[src/rtl/pipe_ctrl_pkg.sv]
// Shared encodings for the pipeline controller: control ops, exception codes,
// creg addresses, execution modes and the controller state enum.
package pipe_ctrl_pkg;

   localparam int CTRL_OP_W      = 2;
   localparam int ISA_EXP_W      = 3;
   localparam int CPU_EXE_MODE_W = 1;
   localparam int CREG_ADDR_W    = 5;

   localparam logic [CTRL_OP_W-1:0] CTRL_OP_NOP  = 2'd0;
   localparam logic [CTRL_OP_W-1:0] CTRL_OP_WRCR = 2'd1;
   localparam logic [CTRL_OP_W-1:0] CTRL_OP_ERET = 2'd2;
   localparam logic [CTRL_OP_W-1:0] CTRL_OP_HALT = 2'd3;

   localparam logic [ISA_EXP_W-1:0] EXP_NONE       = 3'd0;
   localparam logic [ISA_EXP_W-1:0] EXP_EXT_INT    = 3'd1;
   localparam logic [ISA_EXP_W-1:0] EXP_UNDEF_INSN = 3'd2;
   localparam logic [ISA_EXP_W-1:0] EXP_OVERFLOW   = 3'd3;
   localparam logic [ISA_EXP_W-1:0] EXP_MISS_ALIGN = 3'd4;
   localparam logic [ISA_EXP_W-1:0] EXP_PRIV_VIO   = 3'd5;

   localparam logic [CREG_ADDR_W-1:0] CREG_STATUS     = 5'd0;
   localparam logic [CREG_ADDR_W-1:0] CREG_PRE_STATUS = 5'd1;
   localparam logic [CREG_ADDR_W-1:0] CREG_EXP_CODE   = 5'd2;
   localparam logic [CREG_ADDR_W-1:0] CREG_EPC        = 5'd3;
   localparam logic [CREG_ADDR_W-1:0] CREG_INT_MASK   = 5'd4;
   localparam logic [CREG_ADDR_W-1:0] CREG_EXC_VECTOR = 5'd5;

   localparam logic [CPU_EXE_MODE_W-1:0] CPU_KERNEL = 1'b0;
   localparam logic [CPU_EXE_MODE_W-1:0] CPU_USER   = 1'b1;

   typedef enum logic {
      PIPE_STATE_RUN  = 1'b0,
      PIPE_STATE_HALT = 1'b1
   } pipe_state_e;

   // STATUS / PRE_STATUS word layout: bit1 = IE, bit0 = ExeMode.
   function automatic logic [31:0] status_word(input logic ie,
                                               input logic [CPU_EXE_MODE_W-1:0] mode);
      status_word = {30'd0, ie, mode};
   endfunction

endpackage

[src/rtl/pipe_ctrl_creg.sv]
// Control-register file: storage, exception/ERET side effects and the ID read mux.
// INT_MASK storage exists only when PIPE_CTRL_IRQ_EN is defined.
module pipe_ctrl_creg
   import pipe_ctrl_pkg::*;
#(
   parameter logic [29:0] EXC_VECTOR_INIT = 30'h0000_0040
`ifdef PIPE_CTRL_IRQ_EN
   ,
   parameter int IRQ_W = 8
`endif
) (
   input  logic                      clk,
   input  logic                      reset,
   input  logic [CREG_ADDR_W-1:0]    i_rd_addr,
   output logic [31:0]               o_rd_data,
   input  logic                      i_wr_en,
   input  logic [CREG_ADDR_W-1:0]    i_wr_addr,
   input  logic [31:0]               i_wr_data,
   input  logic                      i_exc_en,
   input  logic [29:0]               i_exc_epc,
   input  logic [ISA_EXP_W-1:0]      i_exc_code,
   input  logic                      i_eret_en,
   output logic                      o_ie,
   output logic [CPU_EXE_MODE_W-1:0] o_exe_mode,
   output logic [29:0]               o_epc,
`ifdef PIPE_CTRL_IRQ_EN
   output logic [IRQ_W-1:0]          o_int_mask,
`endif
   output logic [29:0]               o_exc_vector
);

   logic                      r_ie;
   logic [CPU_EXE_MODE_W-1:0] r_mode;
   logic                      r_pre_ie;
   logic [CPU_EXE_MODE_W-1:0] r_pre_mode;
   logic [ISA_EXP_W-1:0]      r_exp_code;
   logic [29:0]               r_epc;
   logic [29:0]               r_exc_vector;
`ifdef PIPE_CTRL_IRQ_EN
   logic [IRQ_W-1:0]          r_int_mask;
`endif
   logic                      w_unused_wr_hi;

   assign w_unused_wr_hi = ^i_wr_data[31:30];

   // The top raises at most one of exc/eret/wr per cycle; the order here is defensive.
   always_ff @(posedge clk or posedge reset) begin
      if (reset) begin
         r_ie         <= 1'b0;
         r_mode       <= CPU_KERNEL;
         r_pre_ie     <= 1'b0;
         r_pre_mode   <= CPU_KERNEL;
         r_exp_code   <= EXP_NONE;
         r_epc        <= '0;
         r_exc_vector <= EXC_VECTOR_INIT;
`ifdef PIPE_CTRL_IRQ_EN
         r_int_mask   <= '1;
`endif
      end else if (i_exc_en) begin
         r_pre_ie   <= r_ie;
         r_pre_mode <= r_mode;
         r_ie       <= 1'b0;
         r_mode     <= CPU_KERNEL;
         r_epc      <= i_exc_epc;
         r_exp_code <= i_exc_code;
      end else if (i_eret_en) begin
         r_ie   <= r_pre_ie;
         r_mode <= r_pre_mode;
      end else if (i_wr_en) begin
         case (i_wr_addr)
            CREG_STATUS: begin
               r_ie   <= i_wr_data[1];
               r_mode <= i_wr_data[0];
            end
            CREG_PRE_STATUS: begin
               r_pre_ie   <= i_wr_data[1];
               r_pre_mode <= i_wr_data[0];
            end
            CREG_EXP_CODE:   r_exp_code   <= i_wr_data[ISA_EXP_W-1:0];
            CREG_EPC:        r_epc        <= i_wr_data[29:0];
`ifdef PIPE_CTRL_IRQ_EN
            CREG_INT_MASK:   r_int_mask   <= i_wr_data[IRQ_W-1:0];
`endif
            CREG_EXC_VECTOR: r_exc_vector <= i_wr_data[29:0];
            default: ;
         endcase
      end
   end

   always_comb begin
      o_rd_data = '0;
      case (i_rd_addr)
         CREG_STATUS:     o_rd_data = status_word(r_ie, r_mode);
         CREG_PRE_STATUS: o_rd_data = status_word(r_pre_ie, r_pre_mode);
         CREG_EXP_CODE:   o_rd_data[ISA_EXP_W-1:0] = r_exp_code;
         CREG_EPC:        o_rd_data[29:0] = r_epc;
`ifdef PIPE_CTRL_IRQ_EN
         CREG_INT_MASK:   o_rd_data[IRQ_W-1:0] = r_int_mask;
`endif
         CREG_EXC_VECTOR: o_rd_data[29:0] = r_exc_vector;
         default:         o_rd_data = '0;
      endcase
   end

   assign o_ie         = r_ie;
   assign o_exe_mode   = r_mode;
   assign o_epc        = r_epc;
   assign o_exc_vector = r_exc_vector;
`ifdef PIPE_CTRL_IRQ_EN
   assign o_int_mask   = r_int_mask;
`endif

endmodule

[src/rtl/pipe_ctrl.sv]
// Pipeline controller for the IF/ID/EX/MEM core: stall/flush generation, MEM-stage
// event sequencing and redirect PC. Define PIPE_CTRL_IRQ_EN for interrupts and HALT wake.
module pipe_ctrl
   import pipe_ctrl_pkg::*;
#(
   parameter logic [29:0] EXC_VECTOR_INIT = 30'h0000_0040,
   parameter int          IRQ_W           = 8
) (
   input  logic                      clk,
   input  logic                      reset,
   input  logic                      IFBusy,
   input  logic                      MemBusy,
   input  logic                      LDHazard,
   input  logic                      MemEn,
   input  logic [29:0]               MemPC,
   input  logic [CTRL_OP_W-1:0]      MemCtrlOp,
   input  logic [ISA_EXP_W-1:0]      MemExpCode,
   input  logic [CREG_ADDR_W-1:0]    MemDstAddr,
   input  logic [31:0]               MemWrData,
   input  logic [CREG_ADDR_W-1:0]    CRegRdAddr,
   output logic [31:0]               CRegRdData,
   input  logic [IRQ_W-1:0]          Irq,
   output logic                      IFStall,
   output logic                      IDStall,
   output logic                      EXStall,
   output logic                      MemStall,
   output logic                      IFFlush,
   output logic                      IDFlush,
   output logic                      EXFlush,
   output logic                      MemFlush,
   output logic [29:0]               NewPC,
   output logic [CPU_EXE_MODE_W-1:0] ExeMode
);

   pipe_state_e          r_state;
   pipe_state_e          w_next_state;
   logic                 w_bus_stall;
   logic                 w_user;
   logic [ISA_EXP_W-1:0] w_exp_code;
   logic                 w_irq_pend;
   logic                 w_ie;
   logic [29:0]          w_epc;
   logic [29:0]          w_exc_vector;
   logic                 w_exc_en;
   logic [29:0]          w_exc_epc;
   logic [ISA_EXP_W-1:0] w_exc_code;
   logic                 w_eret_en;
   logic                 w_wr_en;
`ifdef PIPE_CTRL_IRQ_EN
   logic [IRQ_W-1:0]     w_int_mask;
   logic [29:0]          r_halt_pc;
   logic                 w_halt_enter;
`else
   logic                 w_unused_irq;
`endif

   assign w_bus_stall = IFBusy | MemBusy;
   assign w_user      = (ExeMode == CPU_USER);

   // Privileged ops in USER mode are turned into an exception before dispatch.
   always_comb begin
      w_exp_code = MemExpCode;
      if (MemExpCode == EXP_NONE && w_user &&
          (MemCtrlOp == CTRL_OP_WRCR || MemCtrlOp == CTRL_OP_ERET))
         w_exp_code = EXP_PRIV_VIO;
   end

`ifdef PIPE_CTRL_IRQ_EN
   assign w_irq_pend = (|(Irq & ~w_int_mask)) & w_ie;
`else
   assign w_irq_pend   = 1'b0;
   assign w_unused_irq = ^Irq;
`endif

   always_ff @(posedge clk or posedge reset) begin
      if (reset) r_state <= PIPE_STATE_RUN;
      else       r_state <= w_next_state;
   end

`ifdef PIPE_CTRL_IRQ_EN
   // Wake-up EPC points past the HALT so ERET resumes after it.
   always_ff @(posedge clk or posedge reset) begin
      if (reset)             r_halt_pc <= '0;
      else if (w_halt_enter) r_halt_pc <= MemPC + 30'd1;
   end
`endif

   always_comb begin
      IFStall      = 1'b0;
      IDStall      = 1'b0;
      EXStall      = 1'b0;
      MemStall     = 1'b0;
      IFFlush      = 1'b0;
      IDFlush      = 1'b0;
      EXFlush      = 1'b0;
      MemFlush     = 1'b0;
      NewPC        = '0;
      w_next_state = r_state;
      w_exc_en     = 1'b0;
      w_exc_epc    = MemPC;
      w_exc_code   = w_exp_code;
      w_eret_en    = 1'b0;
      w_wr_en      = 1'b0;
`ifdef PIPE_CTRL_IRQ_EN
      w_halt_enter = 1'b0;
`endif
      if (r_state == PIPE_STATE_HALT) begin
`ifdef PIPE_CTRL_IRQ_EN
         if (w_irq_pend && !w_bus_stall) begin
            {IFFlush, IDFlush, EXFlush, MemFlush} = 4'b1111;
            NewPC        = w_exc_vector;
            w_next_state = PIPE_STATE_RUN;
            w_exc_en     = 1'b1;
            w_exc_epc    = r_halt_pc;
            w_exc_code   = EXP_EXT_INT;
         end else begin
            {IFStall, IDStall, EXStall, MemStall} = 4'b1111;
         end
`else
         {IFStall, IDStall, EXStall, MemStall} = 4'b1111;
`endif
      end else if (w_bus_stall) begin
         {IFStall, IDStall, EXStall, MemStall} = 4'b1111;
      end else if (MemEn && (w_irq_pend || w_exp_code != EXP_NONE)) begin
         {IFFlush, IDFlush, EXFlush, MemFlush} = 4'b1111;
         NewPC      = w_exc_vector;
         w_exc_en   = 1'b1;
         w_exc_code = w_irq_pend ? EXP_EXT_INT : w_exp_code;
      end else if (MemEn && MemCtrlOp == CTRL_OP_ERET) begin
         {IFFlush, IDFlush, EXFlush, MemFlush} = 4'b1111;
         NewPC     = w_epc;
         w_eret_en = 1'b1;
      end else if (MemEn && MemCtrlOp == CTRL_OP_WRCR) begin
         {IFFlush, IDFlush, EXFlush} = 3'b111;
         NewPC   = MemPC + 30'd1;
         w_wr_en = 1'b1;
      end else if (MemEn && MemCtrlOp == CTRL_OP_HALT) begin
         {IFFlush, IDFlush, EXFlush} = 3'b111;
         NewPC        = MemPC + 30'd1;
         w_next_state = PIPE_STATE_HALT;
`ifdef PIPE_CTRL_IRQ_EN
         w_halt_enter = 1'b1;
`endif
      end else if (LDHazard) begin
         IFStall = 1'b1;
         IDFlush = 1'b1;
      end
   end

   pipe_ctrl_creg #(
      .EXC_VECTOR_INIT (EXC_VECTOR_INIT)
`ifdef PIPE_CTRL_IRQ_EN
      ,
      .IRQ_W           (IRQ_W)
`endif
   ) u_creg (
      .clk          (clk),
      .reset        (reset),
      .i_rd_addr    (CRegRdAddr),
      .o_rd_data    (CRegRdData),
      .i_wr_en      (w_wr_en),
      .i_wr_addr    (MemDstAddr),
      .i_wr_data    (MemWrData),
      .i_exc_en     (w_exc_en),
      .i_exc_epc    (w_exc_epc),
      .i_exc_code   (w_exc_code),
      .i_eret_en    (w_eret_en),
      .o_ie         (w_ie),
      .o_exe_mode   (ExeMode),
      .o_epc        (w_epc),
`ifdef PIPE_CTRL_IRQ_EN
      .o_int_mask   (w_int_mask),
`endif
      .o_exc_vector (w_exc_vector)
   );

endmodule

[config.mk]
export PLATFORM = sky130hd
export DESIGN_NAME = pipe_ctrl
export DESIGN_NICKNAME = d
export VERILOG_FILES = /design/src/rtl/pipe_ctrl_pkg.sv /design/src/rtl/pipe_ctrl_creg.sv /design/src/rtl/pipe_ctrl.sv
export SDC_FILE = /design/constraint.sdc
export NUM_CORES = 1
export LEC_CHECK = 0
export ABC_AREA = 1
export BUFFER_PORTS_ARGS = -buffer_cell sky130_fd_sc_hd__buf_2
export CORE_MARGIN = 1
export CORE_UTILIZATION = 48
export CTS_CLUSTER_DIAMETER = 200
export DETAILED_ROUTE_END_ITERATION = 16
export PLACE_DENSITY = 0.8
export SLEW_MARGIN = 10
export SYNTH_ARGS = -nofsm -noshare
export SYNTH_HDL_FRONTEND = slang
export SYNTH_SLANG_ARGS = --single-unit
[constraint.sdc]
create_clock -name clk -period 1.87 [get_ports clk]
set_input_delay 0.0935 -clock clk [delete_from_list [all_inputs] [get_ports clk]]
set_output_delay 0.0935 -clock clk [all_outputs]
set_load 0.1 [all_outputs]
* Word-level counts from Yosys, hierarchy flattened *
Index checks and enable logic that the tools add are counted.

word-level totals
  flip-flop bits (word level) = 68
  bits in latches = 0
  bits in writable memories = 0
  bits in read-only memories = 0
  input port bits = 91
  output and inout port bits = 71
  logic and storage cells = 120
  memories kept = 0

cells by class
  add/sub/neg operators = 1
  multipliers = 0
  divide/modulo/power cells = 0
  $lt $le $gt $ge = 0
  eq/ne operators = 12
  shifts and indexed selects = 0
  multiplexer cells = 74
  bitwise logic cells = 3
  reduce and logical (&&, ||, !) cells = 22

operators with widths
  operator                 number
  $mux W30                 10
  $mux W1                  57
  $pmux W27 S2             1
  $add A30 B1 Y30 const B  1
  $eq A5 B2 Y1 const B     4
  $mux W3                  5
  $pmux W3 S5              1
  $eq A5 B1 Y1 const B     2
  $eq A5 B3 Y1 const B     2
  $logic_not A5 Y1         2
  $reduce_and A3 Y1        3
  $reduce_bool A3 Y1       3
  $reduce_bool A2 Y1       4
  $logic_and A1 B1 Y1      6
  $eq A2 B2 Y1 const B     2
  $reduce_and A4 Y1        1
  $logic_not A3 Y1         1
  $eq A2 B1 Y1 const B     1
  $ne A2 B1 Y1 const B     1
  $not A1 Y1               2
  $reduce_and A2 Y1        1
  $logic_or A1 B1 Y1       1
  $or A1 B1 Y1             1

* Longest topological paths before layout *
  word-level depth = 12
  gate-level depth with buffers = 12
  depth with buffers taken out = 11

* Hierarchy *
A second synthesis with hierarchy kept.

unflattened totals
  cell total of the unflattened synthesis = 883
  area total of the unflattened synthesis = 5720.5 um^2

by module, submodules not included
  module          instances  cells each  area each (um^2)  sequential area each (um^2)
  pipe_ctrl_creg  1          497         3773.6            1677.9
  pipe_ctrl       1          386         1946.9            25.0

* Least setup slack after synthesis *
Ideal clock, no wire load.

  kind = reg2out
  from = reg u_creg.r_mode (netlist: u_creg.o_exe_mode)
  to = out IFStall
  arrival = 3932 ps
  data required time = 1776 ps
  setup slack = -2155 ps
  cell stages (with the launch flop) = 9
  buffers on the path = 1
  cell sequence = dfrtp_1 inv_1 o21ai_1 nand2_2 buf_6 nand2_4 nor2_1 nor2_1 a21oi_1

between the ends
  word-level cells in the longest chain between the ends = 8

ends and longest elaborated chain
  element                            line                  RTL
  start, declared                    pipe_ctrl_creg.sv:33  logic [CPU_EXE_MODE_W-1:0] r_mode;
  start signal, assigned             pipe_ctrl_creg.sv:68  r_mode <= r_pre_mode;
  start signal, assigned             pipe_ctrl_creg.sv:73  r_mode <= i_wr_data[0];
  $logic_and A1 B1 Y1 (2 in series)  pipe_ctrl.sv:63       if (MemExpCode == EXP_NONE && w_user &&
  $mux W3                            pipe_ctrl.sv:63
  $reduce_bool A3 Y1                 pipe_ctrl.sv:124      end else if (MemEn && (w_irq_pend || w_exp_code != EXP_NONE)) begin
  $logic_and A1 B1 Y1                pipe_ctrl.sv:124
  $mux W1                            pipe_ctrl.sv:124
  $mux W1                            pipe_ctrl.sv:122      end else if (w_bus_stall) begin
  $mux W1                            pipe_ctrl.sv:107      if (r_state == PIPE_STATE_HALT) begin
  end, declared                      pipe_ctrl.sv:23       output logic IFStall,

No other way between the ends.

* Final worst setup path *
  from = reg u_creg.r_mode (netlist: u_creg.o_exe_mode)
  to = out NewPC[2]

between the ends
  word-level cells in the longest chain between the ends = 8

ends and longest elaborated chain
  element                            line              RTL
  $logic_and A1 B1 Y1 (2 in series)  pipe_ctrl.sv:63
  $mux W3                            pipe_ctrl.sv:63
  $reduce_bool A3 Y1                 pipe_ctrl.sv:124
  $logic_and A1 B1 Y1                pipe_ctrl.sv:124
  $mux W30                           pipe_ctrl.sv:124
  $mux W30                           pipe_ctrl.sv:122
  $mux W30                           pipe_ctrl.sv:107
  end, declared                      pipe_ctrl.sv:31   output logic [29:0] NewPC,

No other way between the ends.

==> metrics <==
Post-Route Skew=roughly 9.8 ps; startpoint of the worst hold path=MemWrData[26]; Least-Margin Pin Slew=between 500 and 600 ps; status=finished, violations left; maximum VDD drop=between 0.0003 and 0.0004 V; final setup TNS=-363 ps; total clock buffers created by CTS=9; fraction of registers with async set/reset=1.00; first-pass GRT wire length=around 32000 µm; core area=~0.011 mm²; WS Path Type=flip-flop to output port; largest net degree at the start of global routing=59; Tcrit/Tclk final=1.05; row count=38; Critical Path AT=1870 ps; CP endpoint kind=output port; FF+latch count, synth=between 60 and 70; Reg2Reg Setup Slack=-20 ps; crit-path max FO=8; share of the synthesized area in the top cell type=0.302; Post-Syn Area per Cell=approximately 6.3 µm²; ys flop type=dfrtp_1; Final Critical Period=about 2000 ps; pwr/cell area=between 400 and 500 mW/mm²; Layout Nets=about 1.2k; H-Tree Depth=3; max cap viols=0; WHS Endpoint=u_creg.o_exc_vector[26]; die width=approximately 110 µm; Clock Path Buffers=2; max_slew headroom=0.656; CTS Root Cell=clkbuf_16; post-route insts no fill=about 1.2k; worst-case hold slack=~2.9 ps; post-detailed-route wirelength per cell=17.8 µm; hold depth=3; Synth-to-Final Area Change=62.2%; Final ANT Viol Nets=0; number of global-route vias before repair=around 6.6k; Hold Fails Final Rpt=0; Area contributors post-synth=dfrtp_1 (30%), nand2_1 (16%), o21ai_0 (8.7%), inv_1 (8.3%), nand3_1 (7.8%); via count=6955; Mapped Cells=between 800 and 900; Yosys warnings=0; Clock Sinks=slightly below 70; routability congestion estimate=between 0.9 and 1; gr ovfl total=0; I/O pin cnt=about 160; Post-Synthesis Cell Area=~0.0056 mm²; Hold Crit Class=input port to flip-flop; post-synthesis cell type with the largest combined area=dfrtp_1; synth unique cells=40; Leak=between 4 and 5 nW; number of flops mapped to enable cells by yosys=0; initial antenna violation count=1; reg2reg end=u_creg.o_epc[21]; register area share after synthesis=0.307; unrepaired setup endpoints after global routing=yes; gr usage total=0.357; DP HPWL=14900 µm; required time of the critical path=roughly 1800 ps; chip height=approximately 110 µm; setup ws final=-97.4 ps; R2R depth=10; Final Core Density=0.816; share of layout cells above drive strength 1=0.359; DRT iter0 DRCs=about 750; failing checks=negative setup slack; cell count after placement=roughly 1.2k; clock-pin slew on the worst setup and hold paths=roughly 60 ps; Finish-stage setup viols=11; final WL=between 20000 and 25000 µm; die area=between 0.01 and 0.015 mm²; CTS tree=built; I/O Buffers=149; fmax=just over 0.5 GHz; Worst R2R Start=u_creg.o_exe_mode; Vias per Instance=between 5 and 6; Seq. cell area=~0.0017 mm²; clk_lat worst skew=approximately 340 ps; Initial Utilization=0.503; DRT Pass-1 Iters=5; DRC viols=0; Slew Limit Fails=0; Multi-input gate area=between 0.003 and 0.004 mm²; fill count=roughly 700; startpoint types=flip-flop
==> per-layer routing <==
layer,track usage,share of wire
met5,0,0
met3,0.0729,0.099
met4,0.187,0.040
met1,0.446,0.38
met2,0.582,0.48
==> synth_stat cells, types with 3 or more instances <==
cell / number
a21oi_1: 61
and2_1: 3
buf_1: 3
buf_2: 14
buf_4: 7
buf_6: 10
clkbuf_1: 12
dfrtp_1: 67
ha_1: 4
inv_1: 123
nand2_1: 242
nand2_4: 3
nand3_1: 86
nand4_1: 12
nor2_1: 58
nor2_2: 5
nor3_1: 4
o21ai_0: 96
o21ai_1: 3
o21ai_2: 30
o221ai_1: 3
o22ai_1: 7
==> worst max path at each step <==
stage,from,endpoint,slack [ps],depth (start not counted)
6_report,u_creg.o_exe_mode,NewPC[2],-100,9
5_1_grt,MemPC[0],NewPC[22],-120,14
4_1_cts,u_creg.o_exe_mode,IFStall,-20,9
3_5_place_dp,MemCtrlOp[0],u_creg.o_epc[21],-100,11
3_3_place_gp,MemPC[0],NewPC[28],-30,11
2_1_floorplan,CRegRdAddr[2],CRegRdData[22],-370,5
==> worst max-delay path, stage by stage (launching register included) <==
cell	delay, ps
dfrtp_2	380
inv_2	50
o21ai_4	150
nand2_4	130
buf_12	160
buf_16	140
o221ai_2	90
o21ai_2	120
nor2_4	120
buf_12	180
==> logic make-up (layout without fill, tap and decap cells) <==
logic type               count (synthesis)  count (layout)  synth area share
AND/OR/NAND/NOR                        425             425             0.333
AO/OA/AOI/OAI                          204             204             0.210
buffers and inverters                  173             363             0.139
flip-flops                              68              68             0.307
adder cells (fa/ha/maj)                  4               4           0.00902
other                                    1               4          0.000675
XOR/XNOR                                 1               1           0.00158
==> layout make-up <==
type / instances / area share
flip-flops and latches: 68 / 0.189
multi-input cells: 636 / 0.424
diodes: 2 / 0.000556
well taps: 140 / 0.0195
clock inverters: 6 / 0.0125
clock buffers: 10 / 0.0254
repair buffers: 221 / 0.274
inverters: 126 / 0.0549
==> per-stage QoR <==
stage                     area (µm²)  power, mW  worst slack (ps)
after detailed placement        8290       2.13             -98.9
after global routing            9000       4.32              -119
after global placement          8290       2.12             -30.9
after floorplan                 6230       1.87              -370
after CTS                       8810       4.17             -24.6
final                           9000       4.22             -97.4
==> cells in the final DEF (no fill, tap or decap), drive strengths merged, types with 2 or more instances in the layout <==
cell type	Yosys	final
diode	0	2
inv	125	124
ha	4	4
o211ai	2	2
o221ai	3	3
dfrtp	67	67
nand3	89	89
nand4	12	12
clkbuf	13	11
and2	3	3
clkinv	1	4
buf	34	218
nor3	5	5
nor2	63	63
o21ai	129	129
bufinv	0	3
conb	1	2
a22oi	2	2
nor4	2	2
o22ai	7	7
nand3b	2	2
a21oi	61	61
nand2	247	247
dlygate4sd3	0	2
==> power by group <==
part           leakage (nW)  switching [mW]  total (mW)  internal, mW
clock                 0.167           0.714        2.02          1.31
combinational          2.97           0.471       0.730         0.259
sequential            0.940               0        1.47          1.47
==> what timing repair did <==
| item | in CTS | in global routing |
|---|---|---|
| gates cloned | 1 | 1 |
| resized for setup | 23 | 51 |
| hold buffers | 2 | 0 |
| pin swaps | 3 | 3 |
| hold endpoints to repair | 20 | 0 |
| setup buffers | 6 | 4 |
| setup endpoints to repair | 29 | 65 |
==> sequential cells by signal, indices dropped and copies added, names as in the netlist <==
name                 cells
r_state                  1
u_creg.o_epc            30
u_creg.o_exe_mode        1
u_creg.r_exp_code        3
u_creg.o_ie              1
u_creg.r_pre_ie          1
u_creg.r_pre_mode        1
u_creg.o_exc_vector     30
Power figures use the tool's default switching activity.
